[src/rtl/pipeline_interlock_if.sv]
// Stage-status and interlock-control bundle between the 5-stage datapath and
// its hazard controller.
interface pipeline_interlock_if #(
   parameter int CNT_W = 16
);
   logic             id_valid;
   logic [5:0]       id_rs1;
   logic [5:0]       id_rs2;
   logic             id_use_rs1;
   logic             id_use_rs2;
   logic             id_fpu_multi;
   logic             ex_valid;
   logic             ex_we;
   logic [5:0]       ex_rd;
   logic             ex_is_load;
   logic             ex_redirect;
   logic             mem_valid;
   logic             mem_we;
   logic [5:0]       mem_rd;
   logic             wb_valid;
   logic             wb_we;
   logic [5:0]       wb_rd;
   logic             stall_front;
   logic             bubble_ex;
   logic             freeze_ex;
   logic             bubble_mem;
   logic             flush_id;
   logic [1:0]       fwd_a_sel;
   logic [1:0]       fwd_b_sel;
   logic             fpu_start;
   logic             fpu_busy;
   logic [CNT_W-1:0] stall_count;

   modport master (
      output id_valid, id_rs1, id_rs2, id_use_rs1, id_use_rs2, id_fpu_multi,
             ex_valid, ex_we, ex_rd, ex_is_load, ex_redirect,
             mem_valid, mem_we, mem_rd, wb_valid, wb_we, wb_rd,
      input  stall_front, bubble_ex, freeze_ex, bubble_mem, flush_id,
             fwd_a_sel, fwd_b_sel, fpu_start, fpu_busy, stall_count
   );

   modport slave (
      input  id_valid, id_rs1, id_rs2, id_use_rs1, id_use_rs2, id_fpu_multi,
             ex_valid, ex_we, ex_rd, ex_is_load, ex_redirect,
             mem_valid, mem_we, mem_rd, wb_valid, wb_we, wb_rd,
      output stall_front, bubble_ex, freeze_ex, bubble_mem, flush_id,
             fwd_a_sel, fwd_b_sel, fpu_start, fpu_busy, stall_count
   );
endinterface

[src/rtl/pipeline_interlock.sv]
// Hazard/forwarding/flush controller with multi-cycle FPU sequencing and a stall counter.
// Define INTERLOCK_FWD_EN to enable operand forwarding; otherwise every RAW match stalls.
module pipeline_interlock #(
   parameter int FPU_LAT = 4,
   parameter int CNT_W   = 16
) (
   input logic                clk,
   input logic                reset,
   pipeline_interlock_if.slave bus
);
   localparam int CW    = (FPU_LAT > 1) ? $clog2(FPU_LAT) : 1;
   localparam bit MULTI = (FPU_LAT > 1);

   typedef enum logic {IDLE, BUSY} state_t;

   state_t           state, state_nx;
   logic [CW-1:0]    cnt, cnt_nx;
   logic             fpu_start_r;
   logic [CNT_W-1:0] stall_count_r;

   logic ex_a, mem_a, wb_a, ex_b, mem_b, wb_b;
   logic busy, redir, load_use, hazard, issue;
   logic stall_front, bubble_ex;

   function automatic logic match(input logic rd_en, input logic v, input logic we,
                                  input logic [5:0] src, input logic [5:0] rd);
      return rd_en && v && we && (src == rd) && (src != 6'd0);
   endfunction

   function automatic logic [1:0] fwd_sel(input logic ex, input logic mem, input logic wb);
      if (ex)       return 2'b01;
      else if (mem) return 2'b10;
      else if (wb)  return 2'b11;
      else          return 2'b00;
   endfunction

   function automatic logic [CNT_W-1:0] sat_inc(input logic [CNT_W-1:0] v);
      return (&v) ? v : v + CNT_W'(1);
   endfunction

   assign ex_a  = match(bus.id_use_rs1, bus.ex_valid,  bus.ex_we,  bus.id_rs1, bus.ex_rd);
   assign mem_a = match(bus.id_use_rs1, bus.mem_valid, bus.mem_we, bus.id_rs1, bus.mem_rd);
   assign wb_a  = match(bus.id_use_rs1, bus.wb_valid,  bus.wb_we,  bus.id_rs1, bus.wb_rd);
   assign ex_b  = match(bus.id_use_rs2, bus.ex_valid,  bus.ex_we,  bus.id_rs2, bus.ex_rd);
   assign mem_b = match(bus.id_use_rs2, bus.mem_valid, bus.mem_we, bus.id_rs2, bus.mem_rd);
   assign wb_b  = match(bus.id_use_rs2, bus.wb_valid,  bus.wb_we,  bus.id_rs2, bus.wb_rd);

   assign load_use = (ex_a || ex_b) && bus.ex_is_load;

`ifdef INTERLOCK_FWD_EN
   assign hazard        = load_use;
   assign bus.fwd_a_sel = fwd_sel(ex_a, mem_a, wb_a);
   assign bus.fwd_b_sel = fwd_sel(ex_b, mem_b, wb_b);
`else
   // No write-through in the regfile, so even a WB producer must drain first.
   assign hazard        = load_use || ex_a || mem_a || wb_a || ex_b || mem_b || wb_b;
   assign bus.fwd_a_sel = 2'b00;
   assign bus.fwd_b_sel = 2'b00;
`endif

   // State register, FPU occupancy counter, start pulse and stall counter
   always_ff @(posedge clk) begin
      if (reset) begin
         state         <= IDLE;
         cnt           <= '0;
         fpu_start_r   <= 1'b0;
         stall_count_r <= '0;
      end else begin
         state       <= state_nx;
         cnt         <= cnt_nx;
         fpu_start_r <= issue;
         if (stall_front)
            stall_count_r <= sat_inc(stall_count_r);
      end
   end

   always_comb begin
      state_nx = state;
      cnt_nx   = cnt;
      case (state)
         IDLE: begin
            if (issue && MULTI) begin
               state_nx = BUSY;
               cnt_nx   = CW'(FPU_LAT - 1);
            end
         end
         BUSY: begin
            cnt_nx = cnt - CW'(1);
            if (cnt == CW'(1))
               state_nx = IDLE;
         end
         default: state_nx = IDLE;
      endcase
   end

   // While the FPU op owns EX, redirects and hazards are deferred behind the freeze.
   always_comb begin
      busy        = (state == BUSY);
      redir       = bus.ex_redirect && !busy;
      stall_front = busy || (hazard && !redir);
      bubble_ex   = !busy && (redir || hazard);
      issue       = bus.id_valid && bus.id_fpu_multi && !stall_front && !redir;
   end

   assign bus.stall_front = stall_front;
   assign bus.bubble_ex   = bubble_ex;
   assign bus.freeze_ex   = busy;
   assign bus.bubble_mem  = busy;
   assign bus.flush_id    = redir;
   assign bus.fpu_start   = fpu_start_r;
   assign bus.fpu_busy    = busy;
   assign bus.stall_count = stall_count_r;
endmodule
[src/flat_wrapper.sv]
// flat-port wrapper written by rule: the top's interface ports become plain ports
module pipeline_interlock_flat 
#(
   parameter int FPU_LAT = 4,
   parameter int CNT_W   = 16
)
  (clk, reset, bus_id_valid, bus_id_rs1, bus_id_rs2, bus_id_use_rs1, bus_id_use_rs2, bus_id_fpu_multi, bus_ex_valid, bus_ex_we, bus_ex_rd, bus_ex_is_load, bus_ex_redirect, bus_mem_valid, bus_mem_we, bus_mem_rd, bus_wb_valid, bus_wb_we, bus_wb_rd, bus_stall_front, bus_bubble_ex, bus_freeze_ex, bus_bubble_mem, bus_flush_id, bus_fwd_a_sel, bus_fwd_b_sel, bus_fpu_start, bus_fpu_busy, bus_stall_count);
  pipeline_interlock_if #(.CNT_W(CNT_W)) bus_i ();
  input logic clk;
  input logic reset;
  input wire logic [$bits(bus_i.id_valid)-1:0] bus_id_valid;
  input wire logic [$bits(bus_i.id_rs1)-1:0] bus_id_rs1;
  input wire logic [$bits(bus_i.id_rs2)-1:0] bus_id_rs2;
  input wire logic [$bits(bus_i.id_use_rs1)-1:0] bus_id_use_rs1;
  input wire logic [$bits(bus_i.id_use_rs2)-1:0] bus_id_use_rs2;
  input wire logic [$bits(bus_i.id_fpu_multi)-1:0] bus_id_fpu_multi;
  input wire logic [$bits(bus_i.ex_valid)-1:0] bus_ex_valid;
  input wire logic [$bits(bus_i.ex_we)-1:0] bus_ex_we;
  input wire logic [$bits(bus_i.ex_rd)-1:0] bus_ex_rd;
  input wire logic [$bits(bus_i.ex_is_load)-1:0] bus_ex_is_load;
  input wire logic [$bits(bus_i.ex_redirect)-1:0] bus_ex_redirect;
  input wire logic [$bits(bus_i.mem_valid)-1:0] bus_mem_valid;
  input wire logic [$bits(bus_i.mem_we)-1:0] bus_mem_we;
  input wire logic [$bits(bus_i.mem_rd)-1:0] bus_mem_rd;
  input wire logic [$bits(bus_i.wb_valid)-1:0] bus_wb_valid;
  input wire logic [$bits(bus_i.wb_we)-1:0] bus_wb_we;
  input wire logic [$bits(bus_i.wb_rd)-1:0] bus_wb_rd;
  output wire logic [$bits(bus_i.stall_front)-1:0] bus_stall_front;
  output wire logic [$bits(bus_i.bubble_ex)-1:0] bus_bubble_ex;
  output wire logic [$bits(bus_i.freeze_ex)-1:0] bus_freeze_ex;
  output wire logic [$bits(bus_i.bubble_mem)-1:0] bus_bubble_mem;
  output wire logic [$bits(bus_i.flush_id)-1:0] bus_flush_id;
  output wire logic [$bits(bus_i.fwd_a_sel)-1:0] bus_fwd_a_sel;
  output wire logic [$bits(bus_i.fwd_b_sel)-1:0] bus_fwd_b_sel;
  output wire logic [$bits(bus_i.fpu_start)-1:0] bus_fpu_start;
  output wire logic [$bits(bus_i.fpu_busy)-1:0] bus_fpu_busy;
  output wire logic [$bits(bus_i.stall_count)-1:0] bus_stall_count;
  assign bus_i.id_valid = bus_id_valid;
  assign bus_i.id_rs1 = bus_id_rs1;
  assign bus_i.id_rs2 = bus_id_rs2;
  assign bus_i.id_use_rs1 = bus_id_use_rs1;
  assign bus_i.id_use_rs2 = bus_id_use_rs2;
  assign bus_i.id_fpu_multi = bus_id_fpu_multi;
  assign bus_i.ex_valid = bus_ex_valid;
  assign bus_i.ex_we = bus_ex_we;
  assign bus_i.ex_rd = bus_ex_rd;
  assign bus_i.ex_is_load = bus_ex_is_load;
  assign bus_i.ex_redirect = bus_ex_redirect;
  assign bus_i.mem_valid = bus_mem_valid;
  assign bus_i.mem_we = bus_mem_we;
  assign bus_i.mem_rd = bus_mem_rd;
  assign bus_i.wb_valid = bus_wb_valid;
  assign bus_i.wb_we = bus_wb_we;
  assign bus_i.wb_rd = bus_wb_rd;
  assign bus_stall_front = bus_i.stall_front;
  assign bus_bubble_ex = bus_i.bubble_ex;
  assign bus_freeze_ex = bus_i.freeze_ex;
  assign bus_bubble_mem = bus_i.bubble_mem;
  assign bus_flush_id = bus_i.flush_id;
  assign bus_fwd_a_sel = bus_i.fwd_a_sel;
  assign bus_fwd_b_sel = bus_i.fwd_b_sel;
  assign bus_fpu_start = bus_i.fpu_start;
  assign bus_fpu_busy = bus_i.fpu_busy;
  assign bus_stall_count = bus_i.stall_count;
  pipeline_interlock #(.FPU_LAT(FPU_LAT), .CNT_W(CNT_W)) u_core (.clk(clk), .reset(reset), .bus(bus_i));
endmodule
[config.mk]
export PLATFORM = sky130hd
export DESIGN_NAME = pipeline_interlock_flat
export DESIGN_NICKNAME = d
export VERILOG_FILES = /design/src/rtl/pipeline_interlock_if.sv /design/src/rtl/pipeline_interlock.sv /design/src/flat_wrapper.sv
export SDC_FILE = /design/constraint.sdc
export NUM_CORES = 1
export LEC_CHECK = 0
export BUFFER_PORTS_ARGS = -buffer_cell sky130_fd_sc_hd__buf_2
export CAP_MARGIN = 40
export CORE_UTILIZATION = 43
export DETAILED_ROUTE_END_ITERATION = 8
export PLACE_DENSITY = 0.78
export SKIP_LAST_GASP = 1
export SLEW_MARGIN = 20
export SYNTH_ARGS = -nofsm -noshare
export SYNTH_HDL_FRONTEND = slang
export SYNTH_SLANG_ARGS = --single-unit
[constraint.sdc]
create_clock -name clk -period 2.1 [get_ports clk]
set_input_delay 0.105 -clock clk [delete_from_list [all_inputs] [get_ports clk]]
set_output_delay 0.105 -clock clk [all_outputs]
set_load 0.05 [all_outputs]
==> results of run 1 <==
state kept, by name (all words and copies together) (netlist names):
name                    flops
u_core.bus.stall_count     16
u_core.bus.bubble_mem       1
u_core.cnt                  2
u_core.bus.fpu_start        1
worst paths after layout:
path / end / depth (start not counted)
worst max-delay path: u_core.bus.stall_count[3] / 8
worst max register to register: u_core.bus.stall_count[15] / 7
worst min register to register: u_core.cnt[0] / 1
worst min-delay path: u_core.bus.fpu_start / 5
layer usage:
| metal | track usage | vias to the layer above | wire length [um] |
|---|---|---|---|
| met1 | 0.300 | 870 | 2080 |
| met5 | 0 | - | 0 |
| met3 | 0.0435 | 7 | 300 |
| met2 | 0.431 | 73 | 2430 |
| li1 | - | 899 | - |
| met4 | 0.0540 | 0 | 48 |
through the flow:
stage	instance area, um2	hold slack, ns	std cells
floorplan	1640	0.313	200
global placement	2120	0.466	321
detailed placement	2120	0.472	321
CTS	2220	0.265	328
global route	2350	0.295	330
finish	2350	0.268	330
critical path, cell delays in order:
cell,delay (ns)
buf_6,0.09
xor2_1,0.15
or4_4,0.52
nor4_4,0.27
nor3_4,0.11
o311a_4,0.39
or4_4,0.56
a21oi_2,0.12
synth_stat cells (all sizes together) (3+ instances only):
cell type / count
o21ai: 7
nor4: 8
xor2: 24
nand2: 5
mux2: 5
nand4: 6
dfxtp: 20
and3: 4
or4: 9
nor2: 15
nand3: 16
or3: 3
nor2b: 4
buf: 9
clkbuf: 3
a21oi: 12
xnor2: 12
o31ai: 7
nor3: 10
inv: 5
kinds of logic after synthesis:
kind of cell | share of synthesized area
compound gates | 0.135
xor+xnor | 0.196
simple gates | 0.308
fa+ha+maj | 0.0155
other cells | 0.00233
mux | 0.0350
buf+inv | 0.0599
flops | 0.249
timing repair:
| action | CTS | global route |
|---|---|---|
| pin swaps | 4 | 21 |
| buffers inserted | 1 | 2 |
| gates resized for setup | 5 | 25 |
| cloned | 2 | 0 |
| endpoints found under the setup margin | 4 | 17 |
area by class of cell:
class	count	area (um2)	share of cell area
flip-flops and latches	20	417	0.177
multi-input cells	165	1260	0.535
inverters	5	21.3	0.00904
well taps	46	57.6	0.0245
repair buffers	90	554	0.236
clock buffers	3	41.3	0.0175
clock inverters	1	3.75	0.00159
power by group through the flow:
stage	Sequential, mW	Clock [mW]	Combinational (mW)
finish	0.394	0.263	0.307
global route	0.395	0.284	0.329
CTS	0.394	0.263	0.283
global placement	0.402	0	0.268
detailed placement	0.403	0	0.273
floorplan	0.414	0	0.151
==> impl_metrics.env, run 1 <==
export IMPL_vias=1849
export IMPL_power_frac_seq=0.408
export IMPL_grt_pass1_wl_um=7890
export IMPL_switching_power_mw=0.321
export IMPL_setup_violations_final=4
export IMPL_synth_cell_types=37
export IMPL_drt_iter0_markers=128
export IMPL_via_per_inst=5.60
export IMPL_die_h_um=63.2
export IMPL_required_ns=2.29
export IMPL_max_cap_viol_count=0
export IMPL_antenna_found_initial=0
export IMPL_synth_top_area_share=0.249
export IMPL_clock_skew_ns=0.00330
export IMPL_tritoncts="done"
export IMPL_cts_root_buf="clkbuf_8"
export IMPL_cts_htree_levels=1
export IMPL_dr_pass1_iters=4
export IMPL_cts_buffer_depth=2
export IMPL_route_detailed_drc=0
export IMPL_hold_violations=0
export IMPL_insertion_delay_ns=0.26
export IMPL_portBuffers=65
export IMPL_cp_start_kind="input pin"
export IMPL_rrSetupSlack_ns=0.12
export IMPL_setup_slack_ns=-0.0285
export IMPL_place_ws_ns=-0.296
export IMPL_post_route_util=0.679
export IMPL_p_leak_nw=0.975
export IMPL_post_dp_hpwl_um=3420
export IMPL_layout_common_cells="buf_2, xor2_1, buf_4, nand3_1, nor2_1"
export IMPL_fin_setup_tns_ns=-0.0756
export IMPL_antenna_cells=0
export IMPL_yosysWarnings=0
export IMPL_cp_max_fo=5
export IMPL_synth_flop_cell="dfxtp_1"
export IMPL_synth_area_per_cell_um2=8.17
export IMPL_routedWlPerCell_um=14.7
export IMPL_finalCritPeriodShare=1.01
export IMPL_syn_inst=197
export IMPL_p_int_mw=0.643
export IMPL_grt_usage=0.242
export IMPL_power_frac_comb=0.319
export IMPL_end_kind="flop"
export IMPL_ant_nets=0
export IMPL_crit_start="bus_mem_rd[5]"
export IMPL_gp_congestion=0.862
export IMPL_cts_clk_slew_worst_paths_ns=0.07
export IMPL_final_common_cell="buf_2"
export IMPL_fmax_mhz=470
export IMPL_grt_max_degree=25
export IMPL_ys_top_cells_by_area="dfxtp_1, xor2_1, xnor2_1"
export IMPL_clkPwrFrac=0.273
export IMPL_grt_setup_unrepaired="true"
export IMPL_reg2reg_from="u_core.bus.stall_count[6]"
export IMPL_synth_area_mm2=0.00161
export IMPL_rows=21
export IMPL_vdd_ir_drop_max_v=0.000452
export IMPL_finalNetCount=331
export IMPL_synthArstFlopShare=0
export IMPL_violations="setup timing"
export IMPL_die_w_um=63.2
export IMPL_layout_min_cycle_time_ns=2.13
export IMPL_ys_ff_latch=20
export IMPL_critPathKind="input pin to flop"
export IMPL_hold_class="input pin to flop"
export IMPL_first_global_vias=1791
export IMPL_cts_buffers=3
export IMPL_cts_hold_buffers_added=0
export IMPL_drive_gt1_frac=0.444
export IMPL_synth_edff_count=0
export IMPL_overflow=0
export IMPL_core_mm2=0.00347
export IMPL_areaGrowthSynthToFinish_pct=46.3
export IMPL_finalMaxSlewViolations=0
export IMPL_powerDensity_mw_per_mm2=410
export IMPL_routed_wirelength_um=4860
export IMPL_yosysSeqAreaShare=0.249
export IMPL_dieArea_mm2=0.00399
export IMPL_power_mw=0.964
export IMPL_clock_sinks=20
export IMPL_nFillCells=310
export IMPL_power_share_switching=0.333
export IMPL_status="finished with violations"
export IMPL_min_delay_start="bus_id_fpu_multi"
export IMPL_cp_data_arrival_time_ns=2.32
export IMPL_pin_count=71
export IMPL_initial_core_util=0.464
export IMPL_synth_area_leader_cell="dfxtp_1"
Note: power is estimated with default switching activity, not from simulation.
==> inputs of run 2 (changes only) <==
--- a/config.mk
+++ b/config.mk
@@ -7,9 +7,11 @@
 export LEC_CHECK = 0
 export BUFFER_PORTS_ARGS = -buffer_cell sky130_fd_sc_hd__buf_2
 export CAP_MARGIN = 40
-export CORE_UTILIZATION = 43
+export CELL_PAD_IN_SITES_DETAIL_PLACEMENT = 0
+export CELL_PAD_IN_SITES_GLOBAL_PLACEMENT = 2
+export CORE_UTILIZATION = 23
 export DETAILED_ROUTE_END_ITERATION = 8
-export PLACE_DENSITY = 0.78
+export PLACE_DENSITY = 0.76
 export SKIP_LAST_GASP = 1
 export SLEW_MARGIN = 20
 export SYNTH_ARGS = -nofsm -noshare
==> constraint.sdc (replaced) <==
create_clock -name clk -period 2.1 [get_ports clk]
set_input_delay 0.63 -clock clk [delete_from_list [all_inputs] [get_ports clk]]
set_output_delay 0.63 -clock clk [all_outputs]
set_load 0.05 [all_outputs]
==> run 2 against run 1 <==
The run still ends with setup timing left; power increased by 21%; non-clock buffer count increased by 28; critical path depth unchanged; first-iteration DRC count decreased by 52%; sequential share of layout area decreased by 3.1 points; register-to-register slack got worse by 0.15 ns; die area increased by 84%; critical endpoint is now bus_stall_front.
==> impl_metrics.env, run 2 (synthesis gave the netlist of run 1 again) <==
export IMPL_status="finished with violations"
export IMPL_violations="setup timing"
export IMPL_cp_data_arrival_time_ns=2.26
export IMPL_fmax_mhz=345
export IMPL_layout_common_cells="buf_2, buf_4, xor2_1, dfxtp_1, nand3_1"
export IMPL_ant_nets=0
export IMPL_setup_violations_final=21
export IMPL_cts_buffer_depth=2
export IMPL_cp_start_kind="input pin"
export IMPL_drt_iter0_markers=62
export IMPL_finalNetCount=357
export IMPL_cp_max_fo=3
export IMPL_hold_class="flop to flop"
export IMPL_core_mm2=0.00679
export IMPL_powerDensity_mw_per_mm2=425
export IMPL_cts_hold_buffers_added=0
export IMPL_insertion_delay_ns=0.27
export IMPL_grt_usage=0.141
export IMPL_final_common_cell="buf_2"
export IMPL_initial_core_util=0.237
export IMPL_first_global_vias=1792
export IMPL_gp_congestion=0.852
export IMPL_setup_slack_ns=-0.795
export IMPL_finalMaxSlewViolations=0
export IMPL_areaGrowthSynthToFinish_pct=69.9
export IMPL_clock_sinks=20
export IMPL_hold_violations=0
export IMPL_antenna_cells=0
export IMPL_place_ws_ns=-0.941
export IMPL_route_detailed_drc=0
export IMPL_fin_area_mm2=0.00273
export IMPL_crit_start="bus_mem_rd[1]"
export IMPL_max_cap_viol_count=0
export IMPL_pin_count=71
export IMPL_tritoncts="done"
export IMPL_worstSetupEndpoint="bus_stall_front"
export IMPL_grt_max_degree=17
export IMPL_antenna_found_initial=0
export IMPL_rrSetupSlack_ns=-0.03
export IMPL_fin_setup_tns_ns=-11.74
export IMPL_drive_gt1_frac=0.497
export IMPL_post_route_util=0.402
export IMPL_largest_reg_flops=16
export IMPL_p_leak_nw=1.15
export IMPL_grt_pass1_wl_um=8370
export IMPL_layout_min_cycle_time_ns=2.89
export IMPL_cts_htree_levels=1
export IMPL_rows=30
export IMPL_dieArea_mm2=0.00733
export IMPL_cts_clk_slew_worst_paths_ns=0.07
export IMPL_reg2reg_from="u_core.bus.stall_count[8]"
export IMPL_portBuffers=65
export IMPL_routed_wirelength_um=5160
export IMPL_reg2reg_to="u_core.bus.stall_count[10]"
export IMPL_required_ns=1.47
export IMPL_cts_root_buf="clkbuf_8"
export IMPL_via_per_inst=4.53
export IMPL_post_dp_cell_area_mm2=0.00238
export IMPL_hold_slack_ns=0.506
export IMPL_post_dp_hpwl_um=3910
export IMPL_rr_worst_depth=7
export IMPL_overflow=0
export IMPL_finalCritPeriodShare=1.38
export IMPL_end_kind="output pin"
export IMPL_grt_setup_unrepaired="true"
export IMPL_die_w_um=85.6
export IMPL_vdd_ir_drop_max_v=0.000258
export IMPL_cts_buffers=3
export IMPL_routedWlPerCell_um=12.7
export IMPL_dr_pass1_iters=4
export IMPL_vias=1840
export IMPL_die_h_um=85.6
export IMPL_clock_skew_ns=0.0130
export IMPL_critPathKind="input pin to output pin"
## run 2: cell types whose count changed in the layout (fill, tap and decap cells not counted), moves of 3 or more
cell	before	now
buf_4	24	48
dfxtp_1	11	20
dfxtp_2	7	0
buf_6	3	6
nor2_1	15	12
nor2_2	0	3
## run 2: report_power, final
part	internal [mW]	leakage, nW	switching (mW)
Sequential	0.387	0.162	0.00413
Clock	0.255	0.0357	0.141
Combinational	0.172	0.950	0.202
Total	0.814	1.15	0.348
## run 2: worst max-delay path: stages
cell        delay, ns
buf_6            0.09
xor2_1           0.15
or4_4            0.55
nor4_4           0.19
nor3_4           0.07
o311a_4          0.33
clkinvlp_4       0.11
buf_8            0.15
## run 2: final cells by class
class                   instances  area (um2)
fillers                       714        4060
inverters                       5        22.5
flip-flops and latches         20         400
clock inverters                 1        30.0
multi-input cells             163        1300
clock buffers                   3        41.3
repair buffers                118         816
well taps                      96         120
## run 2: what timing repair did
item                                   in CTS  in global routing
pin swaps                                  15                 11
setup buffers                               2                  1
cloned                                      1                  0
endpoints found under the hold margin       0                  0
gates resized for setup                    20                 28
setup endpoints to repair                  22                 22
## run 2: metal layers
metal,vias up,share of wire,GRT usage,wire length (um)
li1,946,-,-,-
met1,844,0.50,0.187,2570
met2,46,0.46,0.242,2350
met3,4,0.040,0.0269,207
met4,0,0.0066,0.0227,34
met5,-,0,0,0
## run 2: how the worst min path moves through the flow
stage,start,to,slack [ns],cells after the start
3_3_place_gp,u_core.cnt[1],u_core.cnt[1],0.47,2
4_1_cts,u_core.cnt[1],u_core.cnt[1],0.48,2
5_1_grt,u_core.cnt[0],u_core.cnt[0],0.54,1
6_report,u_core.cnt[0],u_core.cnt[0],0.51,1
3_5_place_dp,u_core.cnt[1],u_core.cnt[1],0.47,2
2_1_floorplan,u_core.cnt[0],u_core.cnt[0],0.45,1
## run 2: per-stage QoR
step                      power [mW]  std cells
after detailed placement       0.718        398
after floorplan                0.569        200
after CTS                       1.15        405
after global placement         0.717        398
after global routing            1.21        406
final                           1.16        406
==> inputs of run 3 (changes only) <==
==> constraint.sdc (replaced) <==
create_clock -name clk -period 2.1 [get_ports clk]
set_input_delay 0.42 -clock clk [delete_from_list [all_inputs] [get_ports clk]]
set_output_delay 0.42 -clock clk [all_outputs]
set_load 0.05 [all_outputs]
==> run 3 against run 2 <==
Utilization shrank 0.31 points; clock skew shrank 0.012 ns; the run still ends with setup timing left; worst setup slack gained 0.38 ns.
==> impl_metrics.env, run 3 (synthesis gave the netlist of run 1 again) <==
export IMPL_grt_pass1_wl_um=8550
export IMPL_rr_worst_depth=7
export IMPL_fin_area_mm2=0.00271
export IMPL_power_frac_seq=0.387
export IMPL_cts_hold_buffers_added=0
export IMPL_cts_clk_slew_worst_paths_ns=0.07
export IMPL_initial_core_util=0.237
export IMPL_grt_use_met2=0.248
export IMPL_dieArea_mm2=0.00733
export IMPL_gp_congestion=0.802
export IMPL_cts_root_buf="clkbuf_8"
export IMPL_antenna_cells=0
export IMPL_critPathKind="input pin to output pin"
export IMPL_power_share_switching=0.331
export IMPL_vdd_ir_drop_max_v=0.000225
export IMPL_violations="setup timing"
export IMPL_die_h_um=85.6
export IMPL_vias=1854
export IMPL_finalMaxSlewViolations=0
export IMPL_post_dp_hpwl_um=3860
export IMPL_cts_buffers=3
export IMPL_post_route_util=0.399
export IMPL_use_met1=0.199
export IMPL_reg2reg_to="u_core.bus.stall_count[15]"
export IMPL_tritoncts="done"
export IMPL_grt_max_degree=25
export IMPL_p_leak_nw=1.11
export IMPL_cts_htree_levels=1
export IMPL_holdPathEnd="u_core.bus.stall_count[4]"
export IMPL_fmax_mhz=398
export IMPL_clock_sinks=20
export IMPL_powerDensity_mw_per_mm2=372
export IMPL_core_mm2=0.00679
export IMPL_portBuffers=65
export IMPL_switching_power_mw=0.334
export IMPL_layout_common_cells="buf_2, buf_4, xor2_1, nand3_1, dfxtp_1"
export IMPL_dr_pass1_iters=4
export IMPL_cts_buffer_depth=2
export IMPL_nFillCells=692
export IMPL_max_cap_viol_count=0
export IMPL_first_global_vias=1771
export IMPL_clkPwrFrac=0.250
export IMPL_layout_min_cycle_time_ns=2.51
export IMPL_end_kind="output pin"
export IMPL_antenna_found_initial=0
export IMPL_overflow=0
export IMPL_min_delay_start="u_core.bus.stall_count[4]"
export IMPL_setup_slack_ns=-0.414
export IMPL_routed_wirelength_um=5490
export IMPL_drt_iter0_markers=43
export IMPL_grt_usage=0.146
export IMPL_cp_max_fo=3
export IMPL_finalCritPeriodShare=1.20
export IMPL_hold_class="flop to flop"
export IMPL_hold_violations=0
export IMPL_final_common_cell="buf_2"
export IMPL_busiest_layer="met2"
export IMPL_reg2reg_from="u_core.bus.stall_count[8]"
export IMPL_post_dp_cell_area_mm2=0.00231
export IMPL_largest_reg_flops=16
export IMPL_insertion_delay_ns=0.25
export IMPL_drive_gt1_frac=0.528
export IMPL_grt_setup_unrepaired="true"
export IMPL_areaGrowthSynthToFinish_pct=68.6
export IMPL_power_frac_comb=0.362
export IMPL_power_mw=1.01
export IMPL_finalNetCount=351
export IMPL_rows=30
export IMPL_die_w_um=85.6
export IMPL_clock_skew_ns=0.000616
export IMPL_via_per_inst=4.65
export IMPL_routedWlPerCell_um=13.8
export IMPL_setup_violations_final=18
export IMPL_final_cells=399
export IMPL_ant_nets=0
export IMPL_cp_start_kind="input pin"
export IMPL_rrSetupSlack_ns=0.09
export IMPL_status="finished with violations"
export IMPL_p_int_mw=0.676
export IMPL_hold_depth=2
export IMPL_route_detailed_drc=0
export IMPL_required_ns=1.68
export IMPL_pin_count=71
export IMPL_cp_data_arrival_time_ns=2.09
export IMPL_met3_usage=0.0212
export IMPL_place_inst=388
run 3: metrics by stage:
stage               setup WS [ns]  hold slack (ns)  setup TNS (ns)
floorplan                  -0.421            0.450           -5.35
global placement           -0.621            0.468          -10.43
detailed placement         -0.627            0.469          -10.59
CTS                        -0.434            0.483           -6.38
global route               -0.459            0.509           -5.88
finish                     -0.414            0.483           -5.06
run 3: power groups by stage:
stage / clock network, mW / registers, mW / logic [mW]
floorplan: 0 / 0.416 / 0.153
global placement: 0 / 0.399 / 0.302
detailed placement: 0 / 0.399 / 0.304
CTS: 0.269 / 0.391 / 0.347
global route: 0.285 / 0.391 / 0.395
finish: 0.253 / 0.391 / 0.366
run 3: critical path, cell delays in order:
cell and delay, ns:
buf_6 0.09, xor2_1 0.14, or4_4 0.54, nor4_4 0.19, nor3_4 0.09, o311a_4 0.36
clkinvlp_4 0.10, buf_8 0.14
run 3: final cells by class:
class                      instances  area, um2  share of cell area
clock buffer                       3       41.3              0.0152
timing repair buffer             111        757               0.279
tap                               96        120              0.0443
inverter                           5       22.5             0.00830
multi-input combinational        164       1370               0.503
sequential                        20        407               0.150
run 3: what timing repair did:
item                                    in CTS  in global routing
cloned                                       1                  0
pin swaps                                   13                 28
setup buffers                                8                  0
resized for setup                           24                 37
endpoints found under the setup margin      18                 22
run 3: per-layer routing:
metal	vias to the layer above	share of wire	wire (um)
li1	930	-	-
met1	872	0.47	2560
met2	50	0.48	2630
met3	2	0.051	282
met4	0	0.0024	13
met5	-	0	0
run 3: worst max path at each step:
stage | start | endpoint | slack (ns) | cells past startpoint
2_1_floorplan | bus_id_rs1[1] | u_core.bus.stall_count[5] | -0.42 | 8
3_3_place_gp | bus_id_rs1[1] | bus_stall_front | -0.62 | 8
3_5_place_dp | bus_id_rs1[1] | u_core.bus.stall_count[13] | -0.63 | 8
4_1_cts | bus_id_rs1[1] | bus_stall_front | -0.43 | 8
5_1_grt | bus_id_rs1[4] | bus_bubble_ex | -0.46 | 11
6_report | bus_mem_rd[1] | bus_stall_front | -0.41 | 8
